File: config.mk
export PLATFORM = sky130hd
export DESIGN_NAME = cull_sequencer
export DESIGN_NICKNAME = d
export VERILOG_FILES = /design/src/rtl/cull_sequencer.sv
export SDC_FILE = /design/constraint.sdc
export NUM_CORES = 2
export LEC_CHECK = 0
export ABC_AREA = 1
export CORE_AREA = 5 5 352 354
export CTS_BUF_LIST = sky130_fd_sc_hd__clkbuf_2
export CTS_CLUSTER_DIAMETER = 200
export DETAILED_ROUTE_END_ITERATION = 8
export DIE_AREA = 0 0 357 359
export PLACE_DENSITY = 0.8
export SETUP_SLACK_MARGIN = 0.4
export SYNTH_ARGS = -nofsm -noshare
export SYNTH_HDL_FRONTEND = slang
export SYNTH_SLANG_ARGS = --single-unit
File: constraint.sdc
create_clock -name clk -period 8.7 [get_ports clk]
set_input_delay 1.305 -clock clk [delete_from_list [all_inputs] [get_ports clk]]
set_output_delay 1.305 -clock clk [all_outputs]
set_load 0.005 [all_outputs]
File: src/rtl/cull_sequencer.sv
`default_nettype none
// ============================================================================
// Module   : cull_sequencer
// Purpose  : Triangle-pipe stage ahead of rasterisation. Accepts one triangle
//            per valid/ready handshake and computes the sign of its signed area
//            with one shared multiplier over several cycles. It then applies
//            face-cull rules. Culled triangles are dropped silently. Survivors
//            are forwarded unchanged. Cull configuration is snapshotted per
//            triangle.
// Ports    : clk, rst_n (async assert, active-low)
//            s_valid/s_ready/s_pa/s_pb/s_pc   triangle input
//            m_valid/m_ready/m_pa/m_pb/m_pc   surviving triangle output
//            cfg_enable/cfg_mode/cfg_winding/cfg_origin  cull configuration
//            busy                             high whenever not idle
// Option   : CULL_SEQ_STATS_EN adds the following ports:
//            stats_clr, cull_count[31:0] and pass_count[31:0]
//            (saturating counters; clear wins over increment)
// Revision : 1.0  initial release
// ============================================================================
module cull_sequencer #(
   parameter int COORD_W = 33
) (
   input  logic                   clk,
   input  logic                   rst_n,
   input  logic                   s_valid,
   output logic                   s_ready,
   input  logic [2*COORD_W-1:0]   s_pa,
   input  logic [2*COORD_W-1:0]   s_pb,
   input  logic [2*COORD_W-1:0]   s_pc,
   output logic                   m_valid,
   input  logic                   m_ready,
   output logic [2*COORD_W-1:0]   m_pa,
   output logic [2*COORD_W-1:0]   m_pb,
   output logic [2*COORD_W-1:0]   m_pc,
   input  logic                   cfg_enable,
   input  logic [1:0]             cfg_mode,
   input  logic                   cfg_winding,
   input  logic                   cfg_origin,
   output logic                   busy
`ifdef CULL_SEQ_STATS_EN
   ,
   input  logic                   stats_clr,
   output logic [31:0]            cull_count,
   output logic [31:0]            pass_count
`endif
);

   localparam int DW = COORD_W + 1;       // edge-vector width
   localparam int PW = 2*COORD_W + 2;     // product width
   localparam int AW = 2*COORD_W + 3;     // area width

   typedef enum logic [2:0] {
      S_IDLE   = 3'd0,
      S_SUB    = 3'd1,
      S_MUL0   = 3'd2,
      S_MUL1   = 3'd3,
      S_DECIDE = 3'd4,
      S_OUT    = 3'd5
   } state_t;

   state_t              r_state;
   state_t              w_next;

   logic [2*COORD_W-1:0] r_pa, r_pb, r_pc;
   logic                 r_en, r_win, r_org;
   logic [1:0]           r_mode;
   logic [DW-1:0]        r_dx1, r_dy1, r_dx2, r_dy2;
   logic [PW-1:0]        r_p0, r_p1;

   logic [COORD_W-1:0]   w_xa, w_ya, w_xb, w_yb, w_xc, w_yc;
   logic [DW-1:0]        w_mul_a, w_mul_b;
   logic signed [PW-1:0] w_mul_a_x, w_mul_b_x, w_prod;
   logic [AW-1:0]        w_area;
   logic                 w_area_neg, w_cull_minus, w_cull;

   assign w_xa = r_pa[2*COORD_W-1:COORD_W];
   assign w_ya = r_pa[COORD_W-1:0];
   assign w_xb = r_pb[2*COORD_W-1:COORD_W];
   assign w_yb = r_pb[COORD_W-1:0];
   assign w_xc = r_pc[2*COORD_W-1:COORD_W];
   assign w_yc = r_pc[COORD_W-1:0];

   // Single shared multiplier: operands select the edge pair for this phase.
   assign w_mul_a   = (r_state == S_MUL0) ? r_dx1 : r_dx2;
   assign w_mul_b   = (r_state == S_MUL0) ? r_dy1 : r_dy2;
   assign w_mul_a_x = {{(PW-DW){w_mul_a[DW-1]}}, w_mul_a};
   assign w_mul_b_x = {{(PW-DW){w_mul_b[DW-1]}}, w_mul_b};
   assign w_prod    = w_mul_a_x * w_mul_b_x;

   assign w_area     = {r_p0[PW-1], r_p0} - {r_p1[PW-1], r_p1};
   assign w_area_neg = w_area[AW-1];   // zero area reads as positive

   // The four MINUS combinations of {origin, winding, mode[0]} are exactly
   // those with odd parity.
   assign w_cull_minus = r_org ^ r_win ^ r_mode[0];
   assign w_cull       = r_en && ((w_area_neg == w_cull_minus) || (r_mode == 2'b10));

   assign s_ready = (r_state == S_IDLE);
   assign m_valid = (r_state == S_OUT);
   assign busy    = (r_state != S_IDLE);
   assign m_pa    = r_pa;
   assign m_pb    = r_pb;
   assign m_pc    = r_pc;

   always_comb begin
      w_next = r_state;
      case (r_state)
         S_IDLE:   if (s_valid) w_next = S_SUB;
         S_SUB:    w_next = S_MUL0;
         S_MUL0:   w_next = S_MUL1;
         S_MUL1:   w_next = S_DECIDE;
         S_DECIDE: w_next = w_cull ? S_IDLE : S_OUT;
         S_OUT:    if (m_ready) w_next = S_IDLE;
         default:  w_next = S_IDLE;
      endcase
   end

   always_ff @(posedge clk or negedge rst_n) begin
      if (!rst_n) begin
         r_state <= S_IDLE;
         r_pa    <= '0;
         r_pb    <= '0;
         r_pc    <= '0;
         r_en    <= 1'b0;
         r_mode  <= 2'b00;
         r_win   <= 1'b0;
         r_org   <= 1'b0;
         r_dx1   <= '0;
         r_dy1   <= '0;
         r_dx2   <= '0;
         r_dy2   <= '0;
         r_p0    <= '0;
         r_p1    <= '0;
      end else begin
         r_state <= w_next;
         case (r_state)
            S_IDLE: begin
               if (s_valid) begin
                  r_pa   <= s_pa;
                  r_pb   <= s_pb;
                  r_pc   <= s_pc;
                  r_en   <= cfg_enable;
                  r_mode <= cfg_mode;
                  r_win  <= cfg_winding;
                  r_org  <= cfg_origin;
               end
            end
            S_SUB: begin
               // One extra bit keeps every difference exact.
               r_dx1 <= {w_xb[COORD_W-1], w_xb} - {w_xa[COORD_W-1], w_xa};
               r_dy1 <= {w_yc[COORD_W-1], w_yc} - {w_ya[COORD_W-1], w_ya};
               r_dx2 <= {w_xc[COORD_W-1], w_xc} - {w_xa[COORD_W-1], w_xa};
               r_dy2 <= {w_yb[COORD_W-1], w_yb} - {w_ya[COORD_W-1], w_ya};
            end
            S_MUL0:  r_p0 <= w_prod;
            S_MUL1:  r_p1 <= w_prod;
            default: ;
         endcase
      end
   end

`ifdef CULL_SEQ_STATS_EN
   always_ff @(posedge clk or negedge rst_n) begin
      if (!rst_n) begin
         cull_count <= '0;
         pass_count <= '0;
      end else if (stats_clr) begin
         cull_count <= '0;
         pass_count <= '0;
      end else begin
         if ((r_state == S_DECIDE) && w_cull && (cull_count != 32'hFFFF_FFFF))
            cull_count <= cull_count + 32'd1;
         if ((r_state == S_OUT) && m_ready && (pass_count != 32'hFFFF_FFFF))
            pass_count <= pass_count + 32'd1;
      end
   end
`endif

endmodule
`default_nettype wire

==> Word-level counts from Yosys, hierarchy flattened <==
Cells that the tools add are included.
{ "op_classes": {"n_addsub": 5, "mul": 1, "eq_ne": 9, "n_mux": 6, "bitwise": 2, "reduce_logical": 6} }
{ "ops": {"columns": ["cell", "count"], "rows": [
  ["$sub 33x33->34", 4],
  ["$sub 68x68->69", 1],
  ["$mul 34x34->68", 1],
  ["$mux 34", 2],
  ["$pmux 3 s6", 1],
  ["$mux 3", 3],
  ["$eq 3x2->1 const B", 2],
  ["$eq 3x3->1 const B", 2],
  ["$reduce_and 2->1", 2],
  ["$eq 3x1->1 const B", 1],
  ["$logic_not 3->1", 1],
  ["$reduce_bool 3->1", 1],
  ["$eq 2x2->1 const B", 1],
  ["$ne 2x1->1 const B", 1],
  ["$ne 2x2->1 const B", 1],
  ["$xor 1x1->1", 2],
  ["$eq 1x1->1", 1],
  ["$logic_and 1x1->1", 1],
  ["$logic_or 1x1->1", 1]
]} }
{ "word_totals": {"ff_bits": 478, "wordCells": 43} }

==> Longest topological paths before layout <==
{ "depth": {"ltp_word": 7, "mapped_depth": 41} }

==> Least setup slack after synthesis <==
No wires, ideal clock.
{ "synth_path": {"path_type": "register -> register", "startpoint": "register r_state[1]", "endpoint": "register r_p1[60]", "setup_ps": 118, "arrival_ps": 8409, "path_slack_ps": 173, "stages_incl_launch_ff": 37, "path_buffers": 3, "period_less_slack_ps": 8527, "cell_sequence": "dfrtp_1 inv_1 nor2_2 nand2_2 buf_2 clkbuf_1 o21ai_0 inv_1 clkbuf_1 nor2_1 fa_1 fa_1 fa_1 inv_1 fa_1 inv_1 fa_1 fa_1 fa_1 inv_1 fa_1 inv_1 ha_1 nand2_1 nor2_1 inv_1 nor2_1 inv_1 nor2_1 inv_1 nor3_1 nand2_1 o211ai_2 a21oi_1 or2_1 nand3_1 nand2_1"} }
{ "synth_between": {"elab_chain_len": 3} }
{ "synth_lines": {"columns": ["item", "line", "rtl"], "rows": [
  ["start, declared", "61", "state_t r_state;"],
  ["start signal, assigned", "135", "r_state <= w_next;"],
  ["$eq 3x2->1", "84, 85", null],
  ["$mux 34, on equally long branches", "84, 85", null],
  ["$mul 34x34->68", "88", "assign w_prod = w_mul_a_x * w_mul_b_x;"],
  ["end signal, assigned", "156", "S_MUL1: r_p1 <= w_prod;"],
  ["end, declared", "68", "logic [PW-1:0] r_p0, r_p1;"]
]} }
Several ways; a longest one is shown, not always the timed one.
A chain may end at the register's enable or synchronous reset.

==> Worst setup path in the final report <==
{ "layout_path": {"startpoint": "register r_state[2]", "endpoint": "register r_p1[67]"} }
Same word-level chain as after synthesis.

==> run metrics <==
Tcrit/Tclk final=0.959; Slowest Stage Delay on Critical Path=around 0.6 ns; mux contribution to synthesized area=0.0215; Layout area overhead=21.0%; Synth Area in Compound Gates=0.0758; Num CTS Buffers=121; syn nets=roughly 9900; Final #Nets=10800; Synth Area in Adders=0.440; Yosys Warn Count=0; remaining global-route overflow=0; vias per inst=5.63; reg-to-reg endpoint=r_p1[67]$_DFFE_PN0P_; Iter 0 DRT Violations=5279; number of synthesized flops with an enable pin=0; Critical Path Source Type=flip-flop; Primary FF master, synth=dfrtp_1; # setup viols final=0; die area=~130000 um2; Starting Density=0.564; final setup TNS=0 ns; initial antenna violation count=7; CTS sink cnt=478; list of most frequent post-synthesis cells=inv_1, nand2_1, fa_1, nor2_1, dfrtp_1; # rows=between 100 and 150; post-synthesis cell type count=61; post-synthesis simple-gate area fraction=0.161; CP max stage cell=fa_2; CTS H-tree depth=3; largest family of logic cells by synthesized area=adder cells; Root Buffer=clkbuf_2; Final Wtd Congestion=between 1 and 1.5; Seq cells post-synth=approximately 480; status=complete, no violations; global-route wire length before repair=between 300000 and 400000 um; hold_sp=s_pa[31]; Critical Path AT=a little under 10 ns; hold path cells=3; HP Class=input port to flip-flop; max-cap violations=0; Post-Syn Area per Cell=~8.5 um2; pin count of the biggest net entering global routing=200; FFs w/ async S/R, synth=1.00; CP Class=flip-flop to flip-flop; post-synthesis xor/xnor area fraction=0.0136; Mapped Cells=8016; I/O pin count=around 410; CP required=roughly 10 ns; number of remaining DRC errors=0; max_slew headroom=0.308; routed vias=around 60000; endpoint type of the worst setup path=flip-flop; Final Hold Vio Count=0; gr usage total=0.370; number of global-route vias before repair=~63000; share of layout cells above drive strength 1=0.163; largest area contributor in the netlist=fa_1; die width=between 300 and 400 um; wire length per cell=22.7 um; HPWL Detailed=just under 200000 um; Worst Tran Pin Value=just over 1 ns; Reg clk slew, reported paths=between 0.1 and 0.15 ns; Seq/Total Area, Yosys=0.176; R2R Path Start=r_state[2]$_DFFE_PN0P_; Core Area=between 100000 and 150000 um2; Worst Skew=0.147 ns; ranking of synthesized cells by area=fa_1, dfrtp_1, inv_1, nand2_1, ha_1; RSZ-0062 raised after global routing=true; final wirelength=between 200000 and 250000 um; fin crit period=approximately 8.3 ns; count leader, synth=inv_1; Post-Syn Area=68100 um2; height of the chip=~360 um; f_max=120 MHz; R2R Setup Slk=~0.35 ns; Hold Crit Endpoint=m_pa[31]$_DFFE_PN0P_; Buffers on Ports=a little over 400; Final ANT Viol Nets=0; Synth top area share=0.366; Bufs on Longest Clock Path=3; TritonCTS clock tree=yes; clock latency on the worst-skew pair=approximately 1.4 ns; critical-path maximum fanout=12; drt pass-1 iters=8; worst reg-to-reg path cell count=33; Slew Viols, Final=0
[logic make-up (layout without fill, tap and decap cells)]
kind of cell	after synthesis	after routing
simple gates	2737	2740
buf+inv	2011	2995
fa+ha+maj	1648	1648
compound gates	906	906
flops	478	478
mux	130	130
xor+xnor	106	106
other cells	0	5
[metal layers]
layer  part of all wire  track usage  vias up
li1                   -            -    26000
met1               0.34        0.438    29500
met2               0.46        0.601     3318
met3               0.10       0.0891     1062
met4              0.088        0.248        2
met5           0.000054            0        -
[per-stage QoR]
step / hold WS [ns] / setup WS (ns) / util / cell area, um2 / std cells
after detailed placement: 0.468 / -0.285 / 0.644 / 77800 / 10300
after global placement: 0.464 / -0.124 / 0.644 / 77800 / 10300
final: 0.442 / 0.354 / 0.682 / 82400 / 10600
after CTS: 0.275 / 0.307 / 0.664 / 80100 / 10500
after global routing: 0.355 / -0.0242 / 0.682 / 82400 / 10600
after floorplan: 0.442 / 0.457 / - / 68100 / 8016
[worst max-delay path: cells and delay by family (launching register included)]
| kind | cells | cell delay [ns] |
|---|---|---|
| adder cells (fa/ha/maj) | 9 | 4.50 |
| buffers and inverters | 13 | 1.73 |
| AND/OR/NAND/NOR | 8 | 1.12 |
| flip-flops | 1 | 0.42 |
| AO/OA/AOI/OAI | 3 | 0.40 |
[what timing repair did]
item                                   in CTS  in global routing
gates resized for setup                   185                375
endpoints found under the hold margin      96                  0
setup endpoints to repair                  94                 96
hold buffers                                1                  0
buffers inserted                           46                 74
pin swaps                                  43                133
cloned                                      9                  9
[placed cells by master, fill, tap and decap left out, types with 42 or more instances in the layout]
| cell type | netlist | final |
|---|---|---|
| mux2_2 | 130 | 130 |
| buf_4 | 4 | 513 |
| inv_1 | 1708 | 1663 |
| fa_1 | 1245 | 1184 |
| clkbuf_2 | 0 | 167 |
| a21oi_1 | 259 | 222 |
| xnor2_1 | 50 | 48 |
| o21ai_0 | 406 | 351 |
| clkdlybuf4s50_1 | 0 | 406 |
| a21oi_2 | 12 | 42 |
| xor2_1 | 56 | 54 |
| nor2_1 | 898 | 823 |
| o21ai_2 | 43 | 42 |
| or2_2 | 53 | 45 |
| nor2_2 | 2 | 60 |
| o21ai_1 | 38 | 58 |
| buf_12 | 0 | 78 |
| fa_2 | 0 | 61 |
| inv_2 | 23 | 47 |
| nand3_1 | 187 | 176 |
| ha_1 | 403 | 372 |
| nand2_1 | 1476 | 1443 |
| dfrtp_1 | 478 | 478 |
[cell type report]
cell class | instances | area [um2]
tap | 1625 | 2030
multi-input combinational | 5530 | 50300
inverter | 1739 | 6610
timing repair buffer | 1056 | 10400
clock inverter | 32 | 161
fill | 9508 | 38400
sequential | 478 | 12000
clock buffer | 167 | 836
antenna | 5 | 12.5
timing repair inverter | 1 | 5.00
[registers in the layout (all words and copies together) (netlist names), 2 cells and up]
name and flops:
r_p0 68, m_pc 66, r_state 3, r_dy2 34, r_dy1 34, r_p1 68
m_pa 66, r_dx1 34, r_dx2 34, r_mode 2, m_pb 66
[worst max path at each step]
stage,from,end,slack [ns],cells past startpoint
6_report,r_state[2]$_DFFE_PN0P_,r_p1[67]$_DFFE_PN0P_,0.35,33
5_1_grt,r_state[2]$_DFFE_PN0P_,r_p1[54]$_DFFE_PN0P_,-0.02,36
4_1_cts,r_state[2]$_DFFE_PN0P_,r_p1[60]$_DFFE_PN0P_,0.31,37
3_5_place_dp,r_state[2]$_DFFE_PN0P_,r_p0[32]$_DFFE_PN0P_,-0.28,28
3_3_place_gp,r_state[2]$_DFFE_PN0P_,r_p1[32]$_DFFE_PN0P_,-0.12,31
2_1_floorplan,r_state[1]$_DFFE_PN0P_,r_p1[60]$_DFFE_PN0P_,0.46,36
Power is left out: the tool's default activity adds up to more than one toggle a clock period on the data nets, which glitch-free logic cannot reach.
